$ cat config.mk
export PLATFORM = sky130hd
export DESIGN_NAME = sa_result_drain_flat
export DESIGN_NICKNAME = d
export VERILOG_FILES = /design/src/rtl/sa_result_drain_if.sv /design/src/rtl/sa_result_drain.sv /design/src/flat_wrapper.sv
export SDC_FILE = /design/constraint.sdc
export NUM_CORES = 1
export LEC_CHECK = 0
export BUFFER_PORTS_ARGS = -buffer_cell sky130_fd_sc_hd__clkbuf_2
export CAP_MARGIN = 20
export CELL_PAD_IN_SITES_DETAIL_PLACEMENT = 0
export CELL_PAD_IN_SITES_GLOBAL_PLACEMENT = 1
export CORE_ASPECT_RATIO = 0.8
export CORE_MARGIN = 4
export CORE_UTILIZATION = 44
export CTS_CLUSTER_DIAMETER = 100
export DETAILED_ROUTE_END_ITERATION = 8
export PLACE_DENSITY_LB_ADDON = 0.15
export SLEW_MARGIN = 20
export SYNTH_ARGS = -nofsm -noshare
export SYNTH_HDL_FRONTEND = slang
export SYNTH_SLANG_ARGS = --single-unit
$ cat constraint.sdc
create_clock -name clk -period 10.7 [get_ports clk]
set_input_delay 0.535 -clock clk [delete_from_list [all_inputs] [get_ports clk]]
set_output_delay 0.535 -clock clk [all_outputs]
set_load 0.01 [all_outputs]
$ cat src/rtl/sa_result_drain_if.sv
// Result stream from sa_result_drain towards writeback/DMA: one column word per beat,
// valid/ready handshake, with column index and last-beat marker.
interface sa_result_drain_if #(
    parameter int DW = 32,
    parameter int CW = 3
);
    logic [DW-1:0] m_data;
    logic          m_valid;
    logic          m_ready;
    logic          m_last;
    logic [CW-1:0] m_col;

    modport master (output m_data, output m_valid, output m_last, output m_col, input m_ready);
    modport slave  (input m_data, input m_valid, input m_last, input m_col, output m_ready);
endinterface

$ cat src/rtl/sa_result_drain.sv
// Snapshots one row of systolic-array results and serialises it column 0 first.
// Optional feature macro SA_DRAIN_REQUANT_EN: shift-and-saturate each word to QWIDTH bits.
module sa_result_drain #(
    parameter int ROWS     = 8,
    parameter int OUTWIDTH = 32,
    parameter int QWIDTH   = 8,
    parameter int QSHIFT   = 8,
    parameter int CNTWIDTH = 16
) (
    input  logic                       clk,
    input  logic                       rst,
    input  logic signed [OUTWIDTH-1:0] r_in [0:ROWS-1],
    input  logic        [0:ROWS-1]     r_valid,
    output logic                       r_read,
    sa_result_drain_if.master          m,
    output logic                       busy,
    output logic        [CNTWIDTH-1:0] tile_count
);
    localparam int CW = $clog2(ROWS);
`ifdef SA_DRAIN_REQUANT_EN
    localparam int DW = QWIDTH;
`else
    localparam int DW = OUTWIDTH;
`endif
    localparam logic [CW-1:0]       LAST_IDX = CW'(ROWS - 1);
    localparam logic [CW-1:0]       COL_ONE  = {{(CW-1){1'b0}}, 1'b1};
    localparam logic [CNTWIDTH-1:0] CNT_ONE  = {{(CNTWIDTH-1){1'b0}}, 1'b1};

    typedef enum logic [1:0] {IDLE = 2'd0, CAPT = 2'd1, STREAM = 2'd2, GAP = 2'd3} state_t;

    state_t                       state_r, state_s;
    logic signed [OUTWIDTH-1:0]   buf_r [0:ROWS-1];
    logic        [DW-1:0]         data_r, data_s;
    logic        [CW-1:0]         col_r, col_s;
    logic                         valid_r, valid_s;
    logic                         last_r, last_s;
    logic                         read_r, read_s;
    logic                         busy_r, busy_s;
    logic        [CNTWIDTH-1:0]   cnt_r, cnt_s;
    logic                         cap_s;

`ifdef SA_DRAIN_REQUANT_EN
    localparam logic signed [OUTWIDTH-1:0] Q_MAX = {{(OUTWIDTH-QWIDTH+1){1'b0}}, {(QWIDTH-1){1'b1}}};
    localparam logic signed [OUTWIDTH-1:0] Q_MIN = {{(OUTWIDTH-QWIDTH+1){1'b1}}, {(QWIDTH-1){1'b0}}};

    // Arithmetic shift truncates toward -inf; the result is then clamped to signed QWIDTH.
    function automatic logic [DW-1:0] fmt(input logic signed [OUTWIDTH-1:0] x);
        logic signed [OUTWIDTH-1:0] s;
        s = x >>> QSHIFT;
        if (s > Q_MAX) begin
            return Q_MAX[DW-1:0];
        end else if (s < Q_MIN) begin
            return Q_MIN[DW-1:0];
        end else begin
            return s[DW-1:0];
        end
    endfunction
`else
    function automatic logic [DW-1:0] fmt(input logic signed [OUTWIDTH-1:0] x);
        return x;
    endfunction
`endif

    // Next state and next registered output values.
    always_comb begin
        state_s = state_r;
        data_s  = data_r;
        col_s   = col_r;
        valid_s = 1'b0;
        last_s  = 1'b0;
        read_s  = 1'b0;
        cnt_s   = cnt_r;
        cap_s   = 1'b0;
        case (state_r)
            IDLE: begin
                if (&r_valid) begin
                    state_s = CAPT;
                    read_s  = 1'b1;
                end else begin
                    state_s = IDLE;
                end
            end
            CAPT: begin
                cap_s   = 1'b1;
                state_s = STREAM;
                valid_s = 1'b1;
                data_s  = fmt(r_in[0]);
                col_s   = {CW{1'b0}};
                last_s  = (LAST_IDX == {CW{1'b0}});
            end
            STREAM: begin
                // m_valid is always high here, so m_ready alone means a transfer.
                if (m.m_ready) begin
                    if (col_r == LAST_IDX) begin
                        state_s = GAP;
                        col_s   = {CW{1'b0}};
                        cnt_s   = cnt_r + CNT_ONE;
                    end else begin
                        valid_s = 1'b1;
                        col_s   = col_r + COL_ONE;
                        data_s  = fmt(buf_r[col_s]);
                        last_s  = (col_s == LAST_IDX);
                    end
                end else begin
                    valid_s = 1'b1;
                    last_s  = last_r;
                end
            end
            GAP: begin
                state_s = IDLE;
            end
            default: begin
                state_s = IDLE;
            end
        endcase
        busy_s = (state_s != IDLE);
    end

    // State register.
    always_ff @(posedge clk) begin
        if (rst) begin
            state_r <= IDLE;
        end else begin
            state_r <= state_s;
        end
    end

    // Registered stream, strobe and counter outputs.
    always_ff @(posedge clk) begin
        if (rst) begin
            data_r  <= {DW{1'b0}};
            col_r   <= {CW{1'b0}};
            valid_r <= 1'b0;
            last_r  <= 1'b0;
            read_r  <= 1'b0;
            busy_r  <= 1'b0;
            cnt_r   <= {CNTWIDTH{1'b0}};
        end else begin
            data_r  <= data_s;
            col_r   <= col_s;
            valid_r <= valid_s;
            last_r  <= last_s;
            read_r  <= read_s;
            busy_r  <= busy_s;
            cnt_r   <= cnt_s;
        end
    end

    // Snapshot buffer; contents are only meaningful after a capture.
    always_ff @(posedge clk) begin
        if (cap_s) begin
            buf_r <= r_in;
        end else begin
            buf_r <= buf_r;
        end
    end

    assign m.m_data   = data_r;
    assign m.m_valid  = valid_r;
    assign m.m_last   = last_r;
    assign m.m_col    = col_r;
    assign r_read     = read_r;
    assign busy       = busy_r;
    assign tile_count = cnt_r;
endmodule

$ cat src/flat_wrapper.sv
// flat-port wrapper written by rule: the top's interface ports become plain ports
module sa_result_drain_flat 
#(
    parameter int ROWS     = 8,
    parameter int OUTWIDTH = 32,
    parameter int QWIDTH   = 8,
    parameter int QSHIFT   = 8,
    parameter int CNTWIDTH = 16
)
  (clk, rst, r_in, r_valid, r_read, busy, tile_count, m_m_data, m_m_valid, m_m_last, m_m_col, m_m_ready);
  sa_result_drain_if #(.DW((32)), .CW(3)) m_i ();
  input  logic clk;
  input  logic rst;
  input  logic signed [OUTWIDTH-1:0] r_in[0:ROWS-1];
  input  logic        [0:ROWS-1] r_valid;
  output logic r_read;
  output logic busy;
  output logic        [CNTWIDTH-1:0] tile_count;
  output wire logic [$bits(m_i.m_data)-1:0] m_m_data;
  output wire logic [$bits(m_i.m_valid)-1:0] m_m_valid;
  output wire logic [$bits(m_i.m_last)-1:0] m_m_last;
  output wire logic [$bits(m_i.m_col)-1:0] m_m_col;
  input wire logic [$bits(m_i.m_ready)-1:0] m_m_ready;
  assign m_m_data = m_i.m_data;
  assign m_m_valid = m_i.m_valid;
  assign m_m_last = m_i.m_last;
  assign m_m_col = m_i.m_col;
  assign m_i.m_ready = m_m_ready;
  sa_result_drain #(.ROWS(ROWS), .OUTWIDTH(OUTWIDTH), .QWIDTH(QWIDTH), .QSHIFT(QSHIFT), .CNTWIDTH(CNTWIDTH)) u_core (.clk(clk), .rst(rst), .r_in(r_in), .r_valid(r_valid), .r_read(r_read), .m(m_i), .busy(busy), .tile_count(tile_count));
endmodule
==> qor.yml <==
routing:
  ant_nets: 0
  routed_wl_um: 28700
  via_per_inst: 5.16
  wire_per_inst_um: 20.5
  dr.pass1.iters: 5
  vias: 7213
  drc: 0
  drt_iter0_markers: 460
critical_path:
  cp.depth: 7
  ff2ff_path_depth: 7
  setup.worst_path.class: "register to register"
  slowest_delay_ns: 0.76
  path_max_fanout: 47
  cp-end-kind: "register"
  critPathSlowestCell: "buf_4"
  critPathLaunchType: "register"
  path_delay_family: "buffers and inverters"
  r2r_slack_ns: 6.89
  path_buf_inv: 2
  cp_cell_sequence: "buf_4, ha_1, ha_1, a2bb2oi_4, buf_4, a211o_1, a21oi_2"
  required_ns: 11.06
  arrival_ns: 4.17
floorplanning:
  start_util_pct: 44.9
  die_h_um: 158
  core-area_sq_um: 27400
  die-area_sq_um: 30700
  num_io_pins: 322
  die_w_um: 195
  row_count: 54
synth:
  netlist_area_sq_um: 12300
  ys_seq_area_share_pct: 71.7
  synthAdderAreaFrac_pct: 0.915
  yosys-top-cells-count: "edfxtp_1, mux4_2, dfxtp_1, nor2_1, nand2_1"
  yosys.area_share.simple_pct: 4.62
  syn-num-nets: 958
  synth_mux_area_share_pct: 14.5
  ys_dominant_reg_cell: "edfxtp_1"
  synthArstFlopShare_pct: 0
  synth.avg_cell_area_sq_um: 18.1
  synth-compound-area-share_pct: 5.27
  post_synth_xor_area_fraction_pct: 0.711
  syn_inst: 682
  yosysWarnings: 0
  synth_edf_count: 256
  synth_top_family_by_area: "multiplexers"
  ys_types: 44
  yosysMostFrequentCell: "edfxtp_1"
  synth.area.top_cells: "edfxtp_1, mux4_2, dfxtp_1"
  synth_top_area_share_pct: 62.4
  yosysTopAreaCell: "edfxtp_1"
  ys_seq_elements: 313
final_layout:
  fin_cells: 1397
  final_layout_size_suffix_gt1_share_pct: 45.7
  fillers: 2277
  final_nets: 1283
  diodes: 0
  seq_area_sq_um: 8830
  multiInputGateArea_sq_um: 3250
  syn_to_final_growth_pct: 24.0
sta:
  slew_viol_final: 0
  worst_pin_slew_ns: 1.00
  setup_viol: 0
  period_needed_ns: 3.81
  clock_skew_ns: 0.00983
  fmax_mhz: 262
  setup_tns_ns: 0
  slew_headroom_pct: 33.1
  rsz0062_at_grt: "no"
  hold_viol: 0
  finalCritPeriodShare_pct: 35.6
cts:
  cts.clk_slew.worst_paths_ns: 0.06
  cts_sinks: 313
  cts_buffers: 34
  cts_tree: "done"
  cts-htree-levels: 2
  cts_buffer_depth: 3
  cts.repair.resized: 0
  insertion_delay_ns: 0.51
  cts_setup_buffers: 0
  hold_buffers: 0
  root_buffer: "clkbuf_16"
status:
  status: "completed"
placement:
  place.gp.congestion: 0.774
  io_buffer_count: 321
  dp_cells: 1335
  dp_hpwl_um: 19200
job:
  drv_cap: 0
power:
  p_per_area_nw_per_um2: 163
  leakagePower_nw: 5.54
  max-vdd-ir-drop_mv: 0.174
  total_power_w: 0.00248
global_route:
  grt_pass1_vias: 7501
  grt_pass1_wl_um: 43800
  grt_usage_pct: 18.6
  grt_max_degree: 90
  overflow: 0
  antenna_found_initial: 2
worst_hold_path:
  hold_path_class: "primary input to register"
  hold_depth: 1
## registers in the layout, summed over array words and instances, names as in the netlist
| name | count |
|---|---|
| u_core.m.m_last | 1 |
| u_core.tile_count | 16 |
| u_core.m.m_col | 3 |
| u_core.busy | 1 |
| u_core.r_read | 1 |
| u_core.m.m_data | 32 |
| u_core.state_r | 2 |
| u_core.m.m_valid | 1 |
| u_core.buf_r | 256 |
## report_power, final
part	switching (W)	internal [W]	leakage (nW)	total [W]
registers	0.000000484	0.00132	2.76	0.00132
clock network	0.000453	0.000647	0.510	0.00110
logic	0.0000277	0.0000373	2.27	0.0000649
total	0.000481	0.00200	5.54	0.00248
## final timing paths
check                                    startpoint                  end
worst max-delay path              u_core.m.m_col[0]  u_core.m.m_data[27]
worst min-delay path                       r_in[57]     u_core.buf_r[57]
worst max register to register    u_core.m.m_col[0]  u_core.m.m_data[27]
worst min register to register  u_core.m.m_data[18]  u_core.m.m_data[18]
## logic make-up after synthesis
group	count (synthesis)
flip-flops	313
buffers and inverters	45
AO/OA/AOI/OAI	82
multiplexers	98
XOR/XNOR	10
AND/OR/NAND/NOR	125
adder cells (fa/ha/maj)	9
## per-layer routing
metal / GRT usage [%] / vias to the layer above / part of all wire, %
met1: 25.4 / 3571 / 42
li1: - / 3349 / -
met2: 29.4 / 253 / 47
met3: 5.89 / 36 / 9.3
met5: 0 / - / 0.094
met4: 4.65 / 4 / 1.6
## area by class of cell
| cell class | count | area share, % |
|---|---|---|
| clock inverters | 8 | 0.229 |
| multi-input cells | 324 | 21.3 |
| flip-flops and latches | 313 | 57.8 |
| clock buffers | 54 | 6.61 |
| repair buffers | 329 | 10.9 |
| well taps | 364 | 2.98 |
| inverters | 5 | 0.123 |
## layout by cell type (no fill, tap or decap), types with 2 or more instances in the layout
master       n
clkbuf_2   320
buf_4        7
nand2b_1     4
clkbuf_16   37
edfxtp_1   256
clkinv_1     4
and2_1       2
a21oi_2     25
nand4_1      7
xnor2_1      5
nor3_1       5
ha_1         5
and4_1       3
a31o_2       2
xor2_1       5
ha_2         2
clkinv_2     4
mux4_2      63
o21ai_0      2
nand3_1      5
mux2i_1     33
nor2_1      52
inv_1        5
clkbuf_8     2
clkbuf_1    15
a21oi_1     17
a211o_1     32
dfxtp_1     56
ha_4         2
nand2_1     37
## stage by stage
step | utilization [%] | setup WS [ns] | area, sq um | hold WS, ns
2_1_floorplan | - | 2.79 | 12300 | 0.481
3_3_place_gp | 51.8 | 6.81 | 14200 | 0.447
3_5_place_dp | 51.8 | 6.78 | 14200 | 0.457
4_1_cts | 55.6 | 6.76 | 15300 | 0.166
5_1_grt | 55.7 | 6.50 | 15300 | 0.165
6_report | 55.7 | 6.89 | 15300 | 0.196
(Power assumes the default switching activity.)
